`config.mk`:
```
export PLATFORM = sky130hd
export DESIGN_NAME = addsub_pipe
export DESIGN_NICKNAME = d
export VERILOG_FILES = /design/src/rtl/addsub_pkg.sv /design/src/rtl/addsub_pipe_stage.sv /design/src/rtl/addsub_pipe.sv
export SDC_FILE = /design/constraint.sdc
export NUM_CORES = 1
export LEC_CHECK = 0
export ABC_CLOCK_PERIOD_IN_PS = 1500
export BUFFER_PORTS_ARGS = -buffer_cell sky130_fd_sc_hd__buf_4
export CORE_MARGIN = 3
export CORE_UTILIZATION = 45
export DETAILED_ROUTE_END_ITERATION = 7
export GPL_TIMING_DRIVEN = 0
export PLACE_DENSITY = 0.8
export SETUP_SLACK_MARGIN = 0.02
export SYNTH_ARGS = -nofsm -noshare
export SYNTH_HDL_FRONTEND = slang
export SYNTH_SLANG_ARGS = --single-unit
```
`constraint.sdc`:
```
create_clock -name clk -period 1.5 [get_ports clk]
set_clock_uncertainty 0.05 [all_clocks]
set_input_delay 0.3 -clock clk [delete_from_list [all_inputs] [get_ports clk]]
set_output_delay 0.3 -clock clk [all_outputs]
set_load 0.01 [all_outputs]
```
`src/rtl/addsub_pkg.sv`:
```
// Shared types and limits for the pipelined add/subtract unit.
// Optional clamp-on-overflow build: ADDSUB_SATURATE_EN.
package addsub_pkg;

   typedef enum logic {OP_ADD = 1'b0, OP_SUB = 1'b1} addsub_op_e;

   localparam int unsigned MAX_LATENCY = 4;
   localparam int unsigned MIN_W       = 2;

   // Per-stage status bits; the result payload itself rides next to this.
   localparam int unsigned RES_OVF_BIT   = 0;
   localparam int unsigned RES_CARRY_BIT = 1;
   localparam int unsigned RES_VALID_BIT = 2;
   localparam int unsigned RES_FLAGS_W   = 3;

   typedef struct packed {
      logic valid;
      logic carry;
      logic ovf;
   } res_flags_t;

endpackage

```
`src/rtl/addsub_pipe_stage.sv`:
```
// One valid/ready register slice carrying a finished result, its flags and tag.
module addsub_pipe_stage
   import addsub_pkg::*;
#(
   parameter int unsigned W     = 20,
   parameter int unsigned TAG_W = 4
) (
   input  logic             clk,
   input  logic             rst_n,
   input  logic             in_valid,
   output logic             in_ready,
   input  logic [W-1:0]     in_y,
   input  logic             in_carry,
   input  logic             in_ovf,
   input  logic [TAG_W-1:0] in_tag,
   output logic             out_valid,
   input  logic             out_ready,
   output logic [W-1:0]     out_y,
   output logic             out_carry,
   output logic             out_ovf,
   output logic [TAG_W-1:0] out_tag
);

   res_flags_t       flags_q;
   logic [W-1:0]     y_q;
   logic [TAG_W-1:0] tag_q;

   // Load when empty or when the current beat leaves this cycle.
   assign in_ready = !flags_q.valid || out_ready;

   always_ff @(posedge clk or negedge rst_n) begin
      if (!rst_n) begin
         flags_q <= '0;
         y_q     <= '0;
         tag_q   <= '0;
      end else if (in_ready) begin
         flags_q.valid <= in_valid;
         if (in_valid) begin
            flags_q.carry <= in_carry;
            flags_q.ovf   <= in_ovf;
            y_q           <= in_y;
            tag_q         <= in_tag;
         end
      end
   end

   assign out_valid = flags_q.valid;
   assign out_carry = flags_q.carry;
   assign out_ovf   = flags_q.ovf;
   assign out_y     = y_q;
   assign out_tag   = tag_q;

endmodule

```
`src/rtl/addsub_pipe.sv`:
```
// Pipelined W-bit add/subtract with carry/borrow, signed overflow and tag sideband.
// Define ADDSUB_SATURATE_EN to clamp results on signed overflow.
module addsub_pipe
   import addsub_pkg::*;
#(
   parameter int unsigned W       = 20,
   parameter int unsigned LATENCY = 2,
   parameter int unsigned TAG_W   = 4
) (
   input  logic             clk,
   input  logic             rst_n,
   input  logic             in_valid,
   output logic             in_ready,
   input  logic             op,
   input  logic [W-1:0]     a,
   input  logic [W-1:0]     b,
   input  logic [TAG_W-1:0] in_tag,
   output logic             out_valid,
   input  logic             out_ready,
   output logic [W-1:0]     y,
   output logic             carry,
   output logic             ovf,
   output logic [TAG_W-1:0] out_tag
);

   addsub_op_e   op_e;
   logic [W-1:0] b_eff;
   logic [W:0]   sum;
   logic [W-1:0] y_res;
   logic         c_res;
   logic         o_res;

   assign op_e = addsub_op_e'(op);

   // Subtract as a + ~b + 1; the carry out inverted is the unsigned borrow.
   always_comb begin
      b_eff = (op_e == OP_SUB) ? ~b : b;
      sum   = {1'b0, a} + {1'b0, b_eff} + (W+1)'(op_e == OP_SUB);
      c_res = (op_e == OP_SUB) ? ~sum[W] : sum[W];
      o_res = (a[W-1] == b_eff[W-1]) && (sum[W-1] != a[W-1]);
      y_res = sum[W-1:0];
`ifdef ADDSUB_SATURATE_EN
      if (o_res) begin
         y_res = a[W-1] ? {1'b1, {(W-1){1'b0}}} : {1'b0, {(W-1){1'b1}}};
      end
`endif
   end

   logic             vld  [LATENCY];
   logic [W-1:0]     ys   [LATENCY];
   logic             cs   [LATENCY];
   logic             os   [LATENCY];
   logic [TAG_W-1:0] tags [LATENCY];
   logic             rdy  [1:LATENCY];

   res_flags_t       s0_q;
   logic [W-1:0]     y0_q;
   logic [TAG_W-1:0] tag0_q;

   assign rdy[LATENCY] = out_ready;
   assign in_ready     = !s0_q.valid || rdy[1];

   // Compute stage register.
   always_ff @(posedge clk or negedge rst_n) begin
      if (!rst_n) begin
         s0_q   <= '0;
         y0_q   <= '0;
         tag0_q <= '0;
      end else if (in_ready) begin
         s0_q.valid <= in_valid;
         if (in_valid) begin
            s0_q.carry <= c_res;
            s0_q.ovf   <= o_res;
            y0_q       <= y_res;
            tag0_q     <= in_tag;
         end
      end
   end

   assign vld[0]  = s0_q.valid;
   assign cs[0]   = s0_q.carry;
   assign os[0]   = s0_q.ovf;
   assign ys[0]   = y0_q;
   assign tags[0] = tag0_q;

   for (genvar k = 1; k < LATENCY; k++) begin : g_stage
      addsub_pipe_stage #(
         .W     (W),
         .TAG_W (TAG_W)
      ) u_stage (
         .clk       (clk),
         .rst_n     (rst_n),
         .in_valid  (vld[k-1]),
         .in_ready  (rdy[k]),
         .in_y      (ys[k-1]),
         .in_carry  (cs[k-1]),
         .in_ovf    (os[k-1]),
         .in_tag    (tags[k-1]),
         .out_valid (vld[k]),
         .out_ready (rdy[k+1]),
         .out_y     (ys[k]),
         .out_carry (cs[k]),
         .out_ovf   (os[k]),
         .out_tag   (tags[k])
      );
   end

   assign out_valid = vld[LATENCY-1];
   assign y         = ys[LATENCY-1];
   assign carry     = cs[LATENCY-1];
   assign ovf       = os[LATENCY-1];
   assign out_tag   = tags[LATENCY-1];

endmodule
```
==> impl_metrics.ini, run 1 <==
[layout]
area_growth_pct = 43.2
drive_gt1_frac = 0.463
layout.cells.non_filler = 530
final_net_count = 502
diodes = 0

[yosys]
synth_common_cells = dfrtp_1 (54), nand2_1 (50), mux2_2 (25), xor2_1 (25), o21ai_0 (24)
syn_area_per_cell_um2 = 10.0
async_flop_share = 1.00
ys.flop_type = dfrtp_1
synthCells = 326
synth_area_um2 = 3260
yosys_warnings = 0
ys_seq_elements = 54
synth.distinct_cells = 46
synth_top_area_frac = 0.414
synth_top_area_cell = dfrtp_1
synth.most_common_cell = dfrtp_1
ys_top_cells_by_area = dfrtp_1 (41%), mux2_2 (8.6%), ha_1 (7.3%)
synth_edf_count = 0
seq_area_frac_synth = 0.414
syn-num-nets = 395

[global_route]
grt_pass1_vias = 2730
grt_first_pass_wirelength_um = 12900
grt.total_usage = 0.190
grt-ovfl-total = 0
grt_max_degree = 55
antenna_found_initial = 0

[hold_path]
worstHoldStart = in_tag[0]
hold_path_end = tag0_q[0]
hp-class = input port to flip-flop
hold_depth = 3

[setup_path]
cp-start-kind = input port
reg2reg_depth = 7
ff2ff_setup_slack_ns = -0.07
crit_buf_inv = 3
end_kind = flip-flop
worst-setup-path-type = input port to flip-flop
critPathMaxFanout = 5
cp_top_family = simple AND/OR/NAND/NOR gates
timing.rr.end = y0_q[18]
crit_chain = buf_12, clkbuf_16, xor2_4, inv_2, fa_2, nor2b_2, o21ai_2, nand2b_1, a21oi_4, o21a_4, or4_1, nand3_1
required_ns = 1.69
r2r-start = s0_q[2]
critPathSlowestCell = or4_1
crit_path_max_incr_delay_ns = 0.46
startpoint = op
arrival_ns = 2.46

[timing]
rsz0062_at_grt = true
finalCriticalPeriod_ns = 2.27
setup_violations = 19
hold_viol_final = 0
finalMaxSlewViolations = 0
slew_headroom = 0.570
worst_slew_pin_slew_ns = 0.645
fin_crit_sh = 1.51
layout_setup_ws_ns = -0.770
timing.fmax_mhz = 440

[route]
drtPass1Iterations = 4
vias = 2820
route.detailed.drc = 0
routed_wl_um = 8420
vias_per_cell = 5.32
avgRoutedWirePerCell_um = 15.9
ant_nets = 0
detail_route.iter0.violations = 158

[floorplanning]
die_area_um2 = 8310
start_util = 0.473
die_y_um = 91.2
coreArea_um2 = 6910
num_rows = 30
ioPinCount = 77
die_x_um = 91.2

[clock_network]
cts_buffers = 5
clk_pin_slew_ns = 0.10
numClockSinks = 54
cts_tree = built
ctsHtreeMaxLevel = 2
cts_buffer_depth = 2
root_buffer = clkbuf_8
clkLatencyLatePin_ns = 0.30

[outcome]
status = complete, but fails checks
violations = negative setup slack

[placed_design]
place_ws_ns = -1.13
dp_hpwl_um = 5660
portBuffers = 75
placedCellCount = 497
gp_congestion = 0.827

[power_and_ir_drop]
fin_total_pwr_mw = 5.58
p_comb_frac = 0.441
seqPwrFrac = 0.382
internal-power_mw = 3.69
switching_power_mw = 1.89
clockPowerShare = 0.177
p_leak_nw = 2.17
sw_frac_of_total = 0.338
vdd_ir_drop_max_v = 0.000516
p_per_area_nw_per_um2 = 1190

[run]
drv_cap = 0
==> how the worst max path moves through the flow <==
stage	cells past startpoint	slack [ns]	end
2_1_floorplan	12	-0.88	cs[1]
3_3_place_gp	11	-1.09	cs[1]
3_5_place_dp	11	-1.13	y0_q[17]
4_1_cts	12	-0.69	cs[1]
5_1_grt	10	-0.87	cs[1]
6_report	12	-0.77	cs[1]
==> cell families after synthesis <==
| family | count (synthesis) | share of synthesized area |
|---|---|---|
| and+or+nand+nor | 89 | 0.126 |
| adders and majority gates | 20 | 0.0790 |
| muxes | 27 | 0.0935 |
| DFF | 54 | 0.414 |
| buffers and inverters | 24 | 0.0429 |
| AOI/OAI and AO/OA | 76 | 0.148 |
| xor gates and xnor gates | 36 | 0.0966 |
==> layer usage <==
layer | track usage | routed length [um] | up-vias
met5 | 0 | 0 | -
met4 | 0.0540 | 155 | 0
met3 | 0.0265 | 403 | 13
met2 | 0.335 | 4400 | 85
met1 | 0.243 | 3470 | 1371
li1 | - | - | 1351
==> metrics by stage <==
stage | cell area (um^2) | TNS [ns] | util | hold slack [ns]
2_1_floorplan | 3340 | -12.08 | - | -0.0456
4_1_cts | 4420 | -8.41 | 0.639 | 0.121
3_5_place_dp | 4020 | -21.51 | 0.582 | 0.322
6_report | 4670 | -10.52 | 0.677 | 0.128
5_1_grt | 4670 | -12.03 | 0.677 | 0.129
3_3_place_gp | 4020 | -20.76 | 0.582 | 0.316
==> cells in the final DEF, fill, tap and decap left out, types with 2 or more instances in the layout <==
cell type | netlist | final
a21o_1 | 6 | 6
a21oi_1 | 18 | 11
a21oi_2 | 2 | 6
a21oi_4 | 0 | 3
buf_4 | 1 | 99
buf_6 | 2 | 7
clkbuf_16 | 0 | 2
clkbuf_2 | 2 | 3
clkbuf_8 | 2 | 9
dfrtp_1 | 54 | 54
ha_1 | 19 | 13
ha_2 | 0 | 3
ha_4 | 0 | 3
inv_1 | 6 | 5
mux2_2 | 25 | 25
nand2_1 | 50 | 42
nand2_2 | 0 | 5
nand2_4 | 0 | 3
nand2b_1 | 4 | 4
nand3_1 | 8 | 7
nand4_1 | 8 | 8
nor2_1 | 6 | 5
nor3b_1 | 3 | 3
o211ai_1 | 2 | 2
o21a_1 | 3 | 2
o21ai_0 | 24 | 9
o21ai_1 | 2 | 14
o21ai_2 | 1 | 3
o21ai_4 | 1 | 2
o21bai_1 | 2 | 2
o31a_1 | 2 | 2
o31ai_1 | 5 | 4
o31ai_4 | 0 | 2
or4_1 | 2 | 2
xnor2_1 | 11 | 5
xnor2_2 | 0 | 6
xor2_1 | 25 | 22
xor2_4 | 0 | 2
==> state kept, by name, indices dropped and copies added, names as in the netlist <==
name,flops
g_stage.u_stage.out_valid,1
g_stage.u_stage.out_tag,4
g_stage.u_stage.out_carry,1
g_stage.u_stage.out_y,20
tag0_q,4
s0_q,1
g_stage.u_stage.out_ovf,1
os,1
cs,1
y0_q,20
==> area by class of cell <==
| class | instances | area [um^2] |
|---|---|---|
| well taps | 96 | 120 |
| clock inverters | 3 | 47.5 |
| repair buffers | 102 | 786 |
| inverters | 6 | 22.5 |
| multi-input cells | 248 | 2090 |
| plain buffers | 16 | 190 |
| flip-flops and latches | 54 | 1350 |
| clock buffers | 5 | 68.8 |
| fillers | 515 | 2230 |
==> power groups by stage <==
stage / Clock (mW) / Combinational, mW / Sequential, mW
floorplan: 0 / 1.10 / 2.23
global route: 1.06 / 2.66 / 2.20
detailed placement: 0 / 2.01 / 2.17
global placement: 0 / 1.95 / 2.15
CTS: 0.997 / 2.22 / 2.14
finish: 0.988 / 2.46 / 2.13
==> worst register-to-register path: stages (launching register included) <==
cell and delay [ns]:
dfrtp_1 0.41, nand3b_1 0.18, and2_1 0.20, clkbuf_2 0.20, nand4_1 0.13, o31ai_1 0.08
a21oi_1 0.12, nand3_1 0.08
==> what timing repair did <==
action / 4_1_cts / 5_1_grt
endpoints found under the setup margin: 37 / 40
pin swaps: 23 / 26
hold buffers: 1 / 0
setup buffers: 14 / 12
gates resized for setup: 40 / 43
cloned: 1 / 0
hold endpoints to repair: 48 / 0
Note: power is estimated with default switching activity, not from simulation.
==> run 2: changes to the inputs <==
--- a/constraint.sdc
+++ b/constraint.sdc
@@ -4,2 +4,2 @@
 set_output_delay 0.3 -clock clk [all_outputs]
-set_load 0.01 [all_outputs]
+set_load 0.02 [all_outputs]
==> run 2 against run 1 <==
Wire length grew 6.3%. Count of clock-buffer cells in the layout unchanged. The run still ends with negative setup slack left. Utilization fell by 0.24 points. Largest cell class unchanged. Via count grew 2.5%.
==> impl_metrics.ini, run 2 (same netlist as run 1, synthesis figures left out) <==
[floorplanning]
coreArea_um2 = 6910
die_y_um = 91.2
ioPinCount = 77
start_util = 0.473
die_area_um2 = 8310
die_x_um = 91.2
num_rows = 30

[layout]
layout.cells.non_filler = 530
utilization = 0.674
area_growth_pct = 42.7
layout_common_cells = buf_4 (101), dfrtp_1 (54), nand2_1 (44)
diodes = 0
final_common_cell = buf_4
drive_gt1_frac = 0.470
final_net_count = 502

[setup_path]
end_kind = flip-flop
crit_path_max_incr_delay_ns = 0.49
cp_top_family = simple AND/OR/NAND/NOR gates
crit_buf_inv = 3
crit_chain = buf_12, clkbuf_16, xor2_4, inv_2, fa_2, nor2b_4, o21ai_2, nand2b_1, a21oi_4, o21a_4, or4_1, nand3_1
critPathSlowestCell = or4_1
arrival_ns = 2.47
required_ns = 1.70
critPathMaxFanout = 5
cp-start-kind = input port
worst-setup-path-type = input port to flip-flop

[placed_design]
placedCellCount = 497
place_ws_ns = -1.16
portBuffers = 75
dp_hpwl_um = 5580
gp_congestion = 0.896

[route]
vias_per_cell = 5.45
routed_wl_um = 8950
avgRoutedWirePerCell_um = 16.9
detail_route.iter0.violations = 169
ant_nets = 0
drtPass1Iterations = 4
vias = 2890
route.detailed.drc = 0

[clock_network]
ctsHtreeMaxLevel = 2
root_buffer = clkbuf_8
clk_pin_slew_ns = 0.10
cts_buffer_depth = 2
cts_tree = built
cts_buffers = 5
numClockSinks = 54
clkLatencyLatePin_ns = 0.30

[power_and_ir_drop]
vdd_ir_drop_max_v = 0.000469
p_comb_frac = 0.481
switching_power_mw = 2.14
p_per_area_nw_per_um2 = 1220
seqPwrFrac = 0.378
fin_total_pwr_mw = 5.68
clockPowerShare = 0.142
internal-power_mw = 3.54
p_leak_nw = 2.15
sw_frac_of_total = 0.377

[global_route]
grt-ovfl-total = 0
grt_pass1_vias = 2873
grt_first_pass_wirelength_um = 13400
grt_max_degree = 55
antenna_found_initial = 0
grt.total_usage = 0.196

[timing]
fin_crit_sh = 1.52
worst_slew_pin_slew_ns = 0.654
slew_headroom = 0.564
finalCriticalPeriod_ns = 2.28
layout_setup_ws_ns = -0.777
hold_viol_final = 0
timing.fmax_mhz = 439
finalMaxSlewViolations = 0
setup_violations = 19
rsz0062_at_grt = true

[hold_path]
hp-class = input port to flip-flop

[run]
drv_cap = 0

[outcome]
violations = negative setup slack
status = complete, but fails checks
==> run 2: changes by cell type in the layout (fill, tap and decap cells not counted), moves of 2 or more <==
cell      change
xor2_1        -3
buf_4         +2
o21ai_2       +2
o21ai_0       -3
buf_6         -2
nand2_4       -2
xor2_2        +4
o21ai_1       +2
clkbuf_4      +2
nand2_1       +2
==> run 2: final timing paths <==
kind / startpoint / end / slack [ns] / depth (start not counted)
max: op / cs[1] / -0.78 / 12
min: in_tag[2] / tag0_q[2] / 0.13 / 3
max reg2reg: s0_q[2] / cs[1] / -0.06 / 5
min reg2reg: tag0_q[0] / tag0_q[0] / 0.43 / 2
max in group asynchronous: rst_n / g_stage[1].u_stage.out_y[12] / 0.46 / 2
min in group asynchronous: rst_n / y0_q[3] / 0.51 / 2
==> run 2: power by group through the flow <==
| stage | Clock (mW) | Combinational (mW) | Sequential, mW |
|---|---|---|---|
| floorplan | 0 | 1.11 | 2.43 |
| global placement | 0 | 2.16 | 2.15 |
| detailed placement | 0 | 2.22 | 2.17 |
| CTS | 0.805 | 2.51 | 2.14 |
| global route | 0.880 | 2.89 | 2.21 |
| finish | 0.805 | 2.73 | 2.14 |
==> run 2: area by class of cell <==
| class | instances | area (um^2) |
|---|---|---|
| buffer | 15 | 171 |
| clock buffer | 5 | 68.8 |
| clock inverter | 3 | 21.3 |
| fill | 510 | 2250 |
| inverter | 6 | 22.5 |
| multi-input combinational | 248 | 2110 |
| sequential | 54 | 1350 |
| tap | 96 | 120 |
| timing repair buffer | 103 | 793 |
==> run 2: per-layer routing <==
metal / wire [um] / global-route usage / share of wire / vias to the layer above
met2: 4650 / 0.349 / 0.52 / 129
met4: 306 / 0.0691 / 0.034 / 0
met3: 469 / 0.0323 / 0.052 / 28
met1: 3520 / 0.237 / 0.39 / 1377
li1: - / - / - / 1356
met5: 0 / 0 / 0 / -
==> run 2: stage by stage <==
stage | hold WS, ns | TNS [ns] | area [um^2]
3_3_place_gp | 0.317 | -17.96 | 4030
4_1_cts | 0.124 | -8.56 | 4490
6_report | 0.127 | -10.04 | 4660
5_1_grt | 0.130 | -10.92 | 4660
3_5_place_dp | 0.321 | -19.10 | 4030
2_1_floorplan | -0.0456 | -12.08 | 3340
==> run 2: worst reg2reg max path, delay by kind of cell, from the launching register on <==
family,cells,cell delay (ns)
and+or+nand+nor,3,0.70
AOI/OAI and AO/OA,2,0.27
DFF,1,0.44
==> run 2: timing repair <==
action                                  in CTS  in global routing
pin swaps                                   26                 14
buffers inserted                            23                  3
cloned                                       1                  0
endpoints found under the setup margin      27                 41
hold buffers                                 1                  0
gates resized for setup                     50                 30
endpoints found under the hold margin       54                  0
==> run 3: changes to the inputs <==
Settings changed: ABC_AREA from default to 1, PLACE_DENSITY 0.8 to 0.79.
==> run 3 against run 2 <==
The flow still finishes with violations (negative setup slack). Sequential share of layout area decreased by 3.4 points. Highest routed layer unchanged. Non-clock buffer count increased by 7. Worst setup slack improved by 0.46 ns. Power increased by 12%. Wire length increased by 13%. Largest cell class unchanged. Global-route usage increased by 2.3 points. Clock power increased by 22%. Utilization increased by 0.45 points.
==> impl_metrics.ini, run 3 <==
[outcome]
status = complete, but fails checks
violations = negative setup slack

[power_and_ir_drop]
vdd_ir_drop_max_v = 0.000499
fin_total_pwr_mw = 6.36
p_per_area_nw_per_um2 = 1210
p_leak_nw = 2.79

[setup_path]
crit_cells = 11
startpoint = op
endpoint = y0_q[8]
critPathMaxFanout = 5
cp-start-kind = input port
timing.rr.end = g_stage[1].u_stage.out_y[8]
critPathSlowestCell = ha_1
end_kind = flip-flop
crit_buf_inv = 3
crit_path_max_incr_delay_ns = 0.39
cp_top_family = simple AND/OR/NAND/NOR gates
crit_chain = buf_12, buf_12, xor2_1, ha_1, nand3_1, nand3_2, nand2_2, nand2_4, buf_4, xnor2_2, o21ai_1
required_ns = 1.65
reg2reg_depth = 4
ff2ff_setup_slack_ns = 0.10
arrival_ns = 1.97
crit_top_cell = buf_12
r2r-start = g_stage[1].u_stage.out_valid
worst-setup-path-type = input port to flip-flop

[yosys]
ys_seq_elements = 54
syn-num-nets = 553
yosys_warnings = 0
synth_common_cells = nand2_1 (180), inv_1 (71), dfrtp_1 (54)
seq_area_frac_synth = 0.374
ys_top_cells_by_area = dfrtp_1 (37%), nand2_1 (19%), inv_1 (7.4%)
synth.most_common_cell = nand2_1
synth_edf_count = 0
synth_area_um2 = 3610
synthCells = 484
synth_top_area_frac = 0.374
syn_area_per_cell_um2 = 7.46
ys.flop_type = dfrtp_1
synth.distinct_cells = 28
async_flop_share = 1.00
synth_top_area_cell = dfrtp_1

[placed_design]
placedCellCount = 662
place_area_um2 = 4400
portBuffers = 76
place_ws_ns = -0.731
gp_congestion = 0.916
dp_hpwl_um = 7440

[route]
routed_wl_um = 10100
vias_per_cell = 4.92
ant_nets = 0
detail_route.iter0.violations = 163
avgRoutedWirePerCell_um = 14.3
route.detailed.drc = 0
vias = 3491
drtPass1Iterations = 4

[floorplanning]
die_y_um = 95.6
die_x_um = 95.6
num_rows = 32
die_area_um2 = 9140
coreArea_um2 = 7770
ioPinCount = 77
start_util = 0.465

[timing]
finalSetupTns_ns = -4.50
timing.fmax_mhz = 551
rsz0062_at_grt = true
worst_slew_pin_slew_ns = 0.666
finalMaxSlewViolations = 0
setup_violations = 19
hold_viol_final = 0
fin_crit_sh = 1.21
hold_slack_ns = 0.153
finalCriticalPeriod_ns = 1.82
layout_setup_ws_ns = -0.316
slew_headroom = 0.556

[clock_network]
cts_tree = built
root_buffer = clkbuf_8
cts_buffer_depth = 2
clkLatencyLatePin_ns = 0.31
clk_pin_slew_ns = 0.11
cts_buffers = 5
ctsHtreeMaxLevel = 2
numClockSinks = 54

[layout]
final_common_cell = nand2_1
drive_gt1_frac = 0.433
utilization = 0.679
diodes = 0
layout_common_cells = nand2_1 (133), buf_4 (110), inv_1 (61)
layout.cells.non_filler = 709
final_net_count = 675
area_growth_pct = 46.0
final_area_um2 = 5270

[global_route]
grt.total_usage = 0.219
antenna_found_initial = 0
grt_max_degree = 55
grt_pass1_vias = 3426
grt_first_pass_wirelength_um = 15600
grt-ovfl-total = 0

[hold_path]
hp-class = input port to flip-flop

[run]
drv_cap = 0
[run 3: changes by cell type after synthesis, moves of 10 or more]
cell	delta
a21oi_1	-11
nor2_1	+21
nand2_1	+130
o21ai_0	-10
nand3_1	+11
inv_1	+65
[run 3: repair_timing]
action / 4_1_cts / 5_1_grt
cloned: 1 / 1
setup buffers: 25 / 11
gates resized for setup: 59 / 59
hold buffers: 1 / 0
endpoints found under the setup margin: 30 / 33
pin swaps: 49 / 41
hold endpoints to repair: 9 / 0
[run 3: routing by layer]
layer  track usage  routed length (um)  vias up
met3        0.0245                 461       17
met2         0.398                5230       92
met5             0                   0        -
met4        0.0557                 172        0
met1         0.274                4270     1647
li1              -                   -     1735
[run 3: where the power goes]
group | internal, mW | switching (mW) | total, mW
logic | 1.48 | 1.70 | 3.18
registers | 1.94 | 0.255 | 2.20
clock network | 0.499 | 0.487 | 0.986
[run 3: how the worst min path moves through the flow]
stage / to / startpoint / cells past startpoint / slack, ns
6_report: tag0_q[0] / in_tag[0] / 3 / 0.15
5_1_grt: tag0_q[1] / in_tag[1] / 3 / 0.17
3_5_place_dp: g_stage[1].u_stage.out_y[8] / rst_n / 1 / 0.33
4_1_cts: tag0_q[0] / in_tag[0] / 3 / 0.16
3_3_place_gp: g_stage[1].u_stage.out_y[1] / rst_n / 1 / 0.32
2_1_floorplan: cs[1] / rst_n / 0 / -0.05
[run 3: layout make-up]
class                   instances  area, um^2
inverters                      72         270
flip-flops and latches         54        1350
repair buffers                115         931
well taps                     102         128
multi-input cells             348        2390
clock buffers                   6        72.6
fillers                       648        2490
clock inverters                 2        37.5
plain buffers                  10        88.8
[run 3: kinds of logic (layout without fill, tap and decap cells)]
logic type | count (synthesis) | after routing | synth area share
AOI/OAI and AO/OA | 31 | 31 | 0.0464
xor gates and xnor gates | 26 | 26 | 0.0631
adders and majority gates | 20 | 20 | 0.0714
buffers and inverters | 82 | 205 | 0.0908
DFF | 54 | 54 | 0.374
muxes | 21 | 21 | 0.0655
and+or+nand+nor | 250 | 250 | 0.289
[run 3: tightest hold or removal path, delay by kind of cell]
family                 cells  cell delay [ns]
buffers and inverters      1             0.08
AOI/OAI and AO/OA          1             0.06
and+or+nand+nor            1             0.04
